## config.mk

```make
export PLATFORM = sky130hd
export DESIGN_NAME = field_op_unit
export DESIGN_NICKNAME = d
export VERILOG_FILES = /design/src/rtl/field_op_unit_pkg.sv /design/src/rtl/field_beat_calc.sv /design/src/rtl/field_op_unit.sv
export SDC_FILE = /design/constraint.sdc
export NUM_CORES = 1
export LEC_CHECK = 0
export CAP_MARGIN = 20
export CORE_MARGIN = 3
export CORE_UTILIZATION = 54
export CTS_BUF_LIST = sky130_fd_sc_hd__clkbuf_4
export DETAILED_ROUTE_END_ITERATION = 10
export GPL_ROUTABILITY_DRIVEN = 0
export PLACE_DENSITY = 0.86
export SLEW_MARGIN = 40
export SYNTH_ARGS = -nofsm -noshare
export SYNTH_HDL_FRONTEND = slang
export SYNTH_SLANG_ARGS = --single-unit
```

## constraint.sdc

```tcl
create_clock -name clk -period 5.2 [get_ports clk]
set_input_delay 0.78 -clock clk [delete_from_list [all_inputs] [get_ports clk]]
set_output_delay 0.78 -clock clk [all_outputs]
set_load 0.03 [all_outputs]
```

## src/rtl/field_op_unit_pkg.sv

```systemverilog
// Shared opcodes, FSM state encoding and byte-mask helper for field_op_unit.
package field_op_unit_pkg;

  typedef enum logic [1:0] {
    OP_COPY    = 2'd0,
    OP_ADD_IMM = 2'd1,
    OP_SET_IMM = 2'd2,
    OP_RSVD    = 2'd3
  } op_t;

  typedef enum logic [1:0] {
    IDLE  = 2'd0,
    LOAD  = 2'd1,
    STORE = 2'd2,
    DONE  = 2'd3
  } state_t;

  localparam int MAX_BEAT_BYTES = 8;
  localparam int MAX_DW         = 8 * MAX_BEAT_BYTES;

  // Low nbytes bytes set, upper bytes clear.
  function automatic logic [MAX_DW-1:0] byte_mask(input logic [3:0] nbytes);
    logic [MAX_DW-1:0] m;
    m = '0;
    for (int i = 0; i < MAX_BEAT_BYTES; i++) begin
      if (i < int'(nbytes)) m[8*i +: 8] = 8'hFF;
    end
    return m;
  endfunction

endpackage

```

## src/rtl/field_beat_calc.sv

```systemverilog
// Beat sizing for a field walk: width of the next beat, last-beat flag and
// the pointers/remaining count after that beat completes.
module field_beat_calc #(
  parameter int ADDR_W     = 32,
  parameter int BEAT_BYTES = 4,
  parameter int LEN_W      = 8
) (
  input  logic [LEN_W-1:0]  remaining,
  input  logic [ADDR_W-1:0] src_addr,
  input  logic [ADDR_W-1:0] dst_addr,
  output logic [3:0]        width,
  output logic              last,
  output logic [ADDR_W-1:0] next_src,
  output logic [ADDR_W-1:0] next_dst,
  output logic [LEN_W-1:0]  next_remaining
);

  localparam logic [LEN_W-1:0] BEAT_LEN = LEN_W'(BEAT_BYTES);

  always_comb begin
    last           = (remaining <= BEAT_LEN);
    width          = last ? 4'(remaining) : 4'(BEAT_BYTES);
    next_src       = src_addr + ADDR_W'(width);
    next_dst       = dst_addr + ADDR_W'(width);
    next_remaining = remaining - LEN_W'(width);
  end

endmodule

```

## src/rtl/field_op_unit.sv

```systemverilog
// Byte-field COPY / ADD_IMM / SET_IMM engine over a beat-wide memory port.
// Define FIELD_OP_SAT_ADD_EN to make ADD_IMM saturate on signed overflow.
module field_op_unit
  import field_op_unit_pkg::*;
#(
  parameter int ADDR_W     = 32,
  parameter int BEAT_BYTES = 4,
  parameter int LEN_W      = 8,
  localparam int DW        = 8 * BEAT_BYTES
) (
  input  logic              clk,
  input  logic              rst,
  input  logic              start_i,
  input  logic [1:0]        op_i,
  input  logic [ADDR_W-1:0] src_addr_i,
  input  logic [ADDR_W-1:0] dst_addr_i,
  input  logic [LEN_W-1:0]  len_i,
  input  logic [DW-1:0]     imm_i,
  output logic              mem_ce_o,
  output logic              mem_we_o,
  output logic [ADDR_W-1:0] mem_addr_o,
  output logic [3:0]        mem_width_o,
  output logic [DW-1:0]     mem_data_o,
  input  logic [DW-1:0]     mem_data_i,
  input  logic              mem_ack_i,
  output logic              ready_o,
  output logic              err_o,
  output logic [1:0]        dbg_state
);

  localparam logic [LEN_W-1:0] BEAT_LEN = LEN_W'(BEAT_BYTES);

  // Memory handshake: a request (ce plus we/addr/width/data) is presented
  // from a registered state and held until the cycle mem_ack_i=1; that edge
  // retires it. mem_ack_i outside LOAD/STORE has no effect.

  state_t            state_q, state_d;
  logic              pend_q, pend_d;
  op_t               op_q, op_d;
  logic [ADDR_W-1:0] src_q, src_d, dst_q, dst_d;
  logic [LEN_W-1:0]  rem_q, rem_d;
  logic [DW-1:0]     imm_q, imm_d, wdata_q, wdata_d;
  logic              err_q, err_d;

  logic [3:0]        beat_width;
  logic              beat_last;
  logic [ADDR_W-1:0] next_src, next_dst;
  logic [LEN_W-1:0]  next_rem;

  logic [DW-1:0]     beat_mask, load_val, sum_val, add_res;
`ifdef FIELD_OP_SAT_ADD_EN
  logic [DW-1:0]     sign_mask;
  logic              a_neg, b_neg, s_neg;
`endif

  field_beat_calc #(
    .ADDR_W    (ADDR_W),
    .BEAT_BYTES(BEAT_BYTES),
    .LEN_W     (LEN_W)
  ) u_beat_calc (
    .remaining     (rem_q),
    .src_addr      (src_q),
    .dst_addr      (dst_q),
    .width         (beat_width),
    .last          (beat_last),
    .next_src      (next_src),
    .next_dst      (next_dst),
    .next_remaining(next_rem)
  );

  // For ADD/SET the remaining count equals len (<= BEAT_BYTES), so the beat
  // width doubles as the field width.
  always_comb begin
    beat_mask = DW'(byte_mask(beat_width));
    load_val  = mem_data_i & beat_mask;
    sum_val   = (load_val + imm_q) & beat_mask;
    add_res   = sum_val;
`ifdef FIELD_OP_SAT_ADD_EN
    sign_mask = beat_mask & ~(beat_mask >> 1);
    a_neg     = |(load_val & sign_mask);
    b_neg     = |(imm_q & sign_mask);
    s_neg     = |(sum_val & sign_mask);
    if ((a_neg == b_neg) && (s_neg != a_neg)) begin
      add_res = b_neg ? sign_mask : (beat_mask >> 1);
    end
`endif
  end

  always_ff @(posedge clk or posedge rst) begin
    if (rst) state_q <= IDLE;
    else     state_q <= state_d;
  end

  always_comb begin
    state_d = state_q;
    pend_d  = pend_q;
    op_d    = op_q;
    src_d   = src_q;
    dst_d   = dst_q;
    rem_d   = rem_q;
    imm_d   = imm_q;
    wdata_d = wdata_q;
    err_d   = err_q;
    case (state_q)
      IDLE: begin
        if (pend_q) begin
          pend_d = 1'b0;
          if (op_q == OP_RSVD) begin
            err_d   = 1'b1;
            state_d = DONE;
          end else if (op_q == OP_COPY) begin
            state_d = (rem_q == '0) ? DONE : LOAD;
          end else if ((rem_q == '0) || (rem_q > BEAT_LEN)) begin
            err_d   = 1'b1;
            state_d = DONE;
          end else if (op_q == OP_SET_IMM) begin
            wdata_d = imm_q & beat_mask;
            state_d = STORE;
          end else begin
            state_d = LOAD;
          end
        end else if (start_i) begin
          pend_d = 1'b1;
          op_d   = op_t'(op_i);
          src_d  = src_addr_i;
          dst_d  = dst_addr_i;
          rem_d  = len_i;
          imm_d  = imm_i;
          err_d  = 1'b0;
        end
      end
      LOAD: begin
        if (mem_ack_i) begin
          wdata_d = (op_q == OP_ADD_IMM) ? add_res : load_val;
          state_d = STORE;
        end
      end
      STORE: begin
        if (mem_ack_i) begin
          src_d   = next_src;
          dst_d   = next_dst;
          rem_d   = next_rem;
          state_d = beat_last ? DONE : LOAD;
        end
      end
      DONE: begin
        if (!start_i) begin
          err_d   = 1'b0;
          state_d = IDLE;
        end
      end
      default: state_d = IDLE;
    endcase
  end

  always_ff @(posedge clk or posedge rst) begin
    if (rst) begin
      pend_q  <= 1'b0;
      op_q    <= OP_COPY;
      src_q   <= '0;
      dst_q   <= '0;
      rem_q   <= '0;
      imm_q   <= '0;
      wdata_q <= '0;
      err_q   <= 1'b0;
    end else begin
      pend_q  <= pend_d;
      op_q    <= op_d;
      src_q   <= src_d;
      dst_q   <= dst_d;
      rem_q   <= rem_d;
      imm_q   <= imm_d;
      wdata_q <= wdata_d;
      err_q   <= err_d;
    end
  end

  // Outputs decode straight from registered state, so reset clears them at once.
  always_comb begin
    mem_ce_o    = (state_q == LOAD) || (state_q == STORE);
    mem_we_o    = (state_q == STORE);
    mem_addr_o  = '0;
    mem_width_o = '0;
    mem_data_o  = '0;
    if (state_q == LOAD) begin
      mem_addr_o  = src_q;
      mem_width_o = beat_width;
    end else if (state_q == STORE) begin
      mem_addr_o  = dst_q;
      mem_width_o = beat_width;
      mem_data_o  = wdata_q;
    end
    ready_o   = (state_q == DONE);
    err_o     = (state_q == DONE) && err_q;
    dbg_state = state_q;
  end

endmodule

```

==> results.toml <==
[run_status]
status = "complete, no violations"

[clock_network]
cts_setup_buffers = 0
clock-sinks = 142
ctsHtreeMaxLevel = 4
cts_tree = "yes"
clockRootBuffer = "clkbuf_4"
clkLatencyLatePin_ns = 0.58
cts_buffer_depth = 2
cts_inserted_buffers = 17
clk_pin_slew_worst_paths_ns = 0.12
cts_resized = 0
ctsHoldBuffers = 0

[critical_path]
worstSetupPathType = "reg2reg"
end_kind = "register"
crit_path_cell_trace = "or3_4 > nor4_4 > inv_1 > nor3_2 > buf_4 > nand2b_1 > inv_1 > ha_1 > a21o_1 > nand4_1 > a31oi_1 > o211ai_1 > a21oi_1 > a221oi_1 > xor2_1 > o221ai_1 > a22o_1"
critPathArrivalTime_ns = 4.86
path_common_cell = "inv_1"
crit_slowest_cell = "a21oi_1"
rrSetupSlack_ns = 0.81
start_kind = "register"
worstPathRequired_ns = 5.67
crit_path_max_incr_delay_ns = 0.51
reg2reg_depth = 17
critPathMaxFanout = 17

[logic_synthesis]
netlist_instances = 1321
synth_mux_area_frac = 0.05364
synth_common_cells = "nand2_1 (190), dfrtp_1 (142), a21oi_1 (137)"
ys.flop_type = "dfrtp_1"
synthTopCellsByArea = "dfrtp_1 (34%), nand2_1 (6.8%), a21oi_1 (6.5%)"
async_flop_share = 1.000
post_synth_num_cell_types = 71
synth-seq-cells = 142
synth_area_leader_cell = "dfrtp_1"
synth_edf_count = 0
yosys_warnings = 0
yosysSeqAreaShare = 0.3378
synth_top_family_by_area = "compound AO/OA/AOI/OAI gates"
synth.most_common_cell = "nand2_1"
yosys.area_share.adder = 0.05804
post_synth.cell_area_avg_um2 = 7.964
synth_xor_xnor_area_share = 0.02165
synth.top_cell.area_share = 0.3378
syn-cell-area_um2 = 10520
synth-compound-area-share = 0.2526
yosys.area_share.simple = 0.2266

[timing]
fin_ws_ns = 0.8123
slew_headroom = 0.4842
report.final.slew_viol_count = 0
fmax_ghz = 0.2279
worstMarginPinSlew_ns = 0.7737
finalSetupTns_ns = 0
fin_worst_skew_ns = 0.02537
setup_viol = 0
grt_setup_unrepaired = "no"
final.min_clock_period_ns = 4.388
finalHoldViolations = 0
whs_ns = 0.4932
period_share = 0.8438

[global_routing]
use_met3 = 0.07007
gr-usage-met1 = 0.3623
grt_antenna_before_repair = 2
busiest_layer = "met2"
grt_pass1_wl_um = 51270
grtUsageMet2 = 0.4924
grt_max_degree = 114
gr-total-overflow = 0
grtUsageTotal = 0.2900
grt_pass1_vias = 10430

[detailed_routing]
ant_nets = 0
drt-initial-drc-count = 938
wl_um = 31760
first_pass_iters = 7
routed-via-count = 10890
routedWlPerCell_um = 18.05
drcViolationCount = 0
vias_per_cell = 6.190

[power_and_ir_drop]
p_switching_mw = 4.350
intPower_mw = 4.190
clkPwrFrac = 0.086
seqPwrFrac = 0.268
finalPower_mw = 8.540
p_leak_nw = 5.499
comb_power_share = 0.647
powerDensity_nw_per_um2 = 651.6
swShare = 0.5094
peakVddDrop_mv = 0.2903

[place]
place_ws_ns = 0.9301
dp_hpwl_um = 22570
placed_area_um2 = 12820
io_buffers = 214
dpl.cell_count = 1726

[floorplan]
fp.dieH_um = 145.6
io_pins = 216
dieArea_um2 = 21190
placementRows = 50
die_w_um = 145.6
start_util = 0.5568
core-area_um2 = 18890

[final_layout]
fill_cells = 1605
final_cell_area_um2 = 13110
nets = 1674
instances_no_fill = 1759
area_delta_synth_final_pct = 24.58
utilization = 0.6937
drive_gt1_frac = 0.07677

[worst_hold_path]
holdCritPathClass = "reg2reg"
hold_depth = 2

[job]
max-cap-violations = 0
==> area by class of cell <==
class                   instances  area, um2  area share
repair buffers                233       2297      0.1753
flip-flops and latches        142       3553      0.2711
clock buffers                  18      135.1     0.01031
multi-input cells            1054       6502      0.4961
inverters                      37      146.4     0.01117
clock inverters                14      143.9     0.01098
diodes                          1      2.502   0.0001909
well taps                     260      325.3     0.02482
==> flip-flops by register name (all words and copies together), names as in the netlist <==
name and count:
op_q 2, dbg_state 2, err_q 1, wdata_q 32, rem_q 8, pend_q 1
src_q 32, imm_q 32, dst_q 32
==> critical path: cells and delay by family, from the launching register on <==
family	cells	cell delay, ns
flops	1	0.45
fa+ha+maj	1	0.27
compound gates	7	1.73
simple gates	5	1.09
buf+inv	3	0.59
xor+xnor	1	0.18
==> routing by layer <==
layer / vias to the layer above / routed length, um
li1: 5124 / -
met1: 5147 / 12650
met2: 530 / 15470
met3: 86 / 2639
met4: 2 / 978
met5: - / 18
==> path summary, 6_finish.rpt <==
check,from,end
max,rem_q[3],wdata_q[25]
min,wdata_q[28],wdata_q[28]
max reg2reg,rem_q[3],wdata_q[25]
min reg2reg,wdata_q[28],wdata_q[28]
max in group asynchronous,rst,dst_q[17]
min in group asynchronous,rst,wdata_q[6]
==> kinds of logic (layout without fill, tap and decap cells) <==
kind of cell	after synthesis	after routing
flops	142	142
compound gates	439	439
mux	52	52
simple gates	486	486
fa+ha+maj	47	47
xor+xnor	26	26
buf+inv	127	302
other cells	2	5
==> layout by cell type (no fill, tap or decap), types with 5 or more instances in the layout <==
master	count
nor2_1	70
and3_1	51
o21ai_0	122
dfrtp_1	142
xor2_1	11
o31ai_1	23
a31oi_1	15
mux2_2	35
mux2i_1	17
a21o_1	12
nor2b_1	46
ha_1	42
o22ai_1	47
xnor2_1	15
a211oi_1	5
nand3_1	42
and4_1	6
or3_1	10
nand2_1	190
clkbuf_4	18
o211ai_1	14
buf_4	18
clkdlybuf4s50_1	214
o21a_1	6
a22o_1	9
nand4_1	14
nand2b_1	8
inv_1	36
nor3_1	16
and2_1	10
a21oi_1	137
==> power groups by stage <==
stage,Sequential (mW),Clock (mW),Combinational [mW]
after floorplan,2.08,0,4.04
after detailed placement,2.28,0,5.44
final,2.29,0.731,5.52
after global routing,2.37,0.793,6.04
after CTS,2.26,0.744,5.47
after global placement,2.26,0,5.27
No activity file was read; power rests on OpenSTA's default activity.
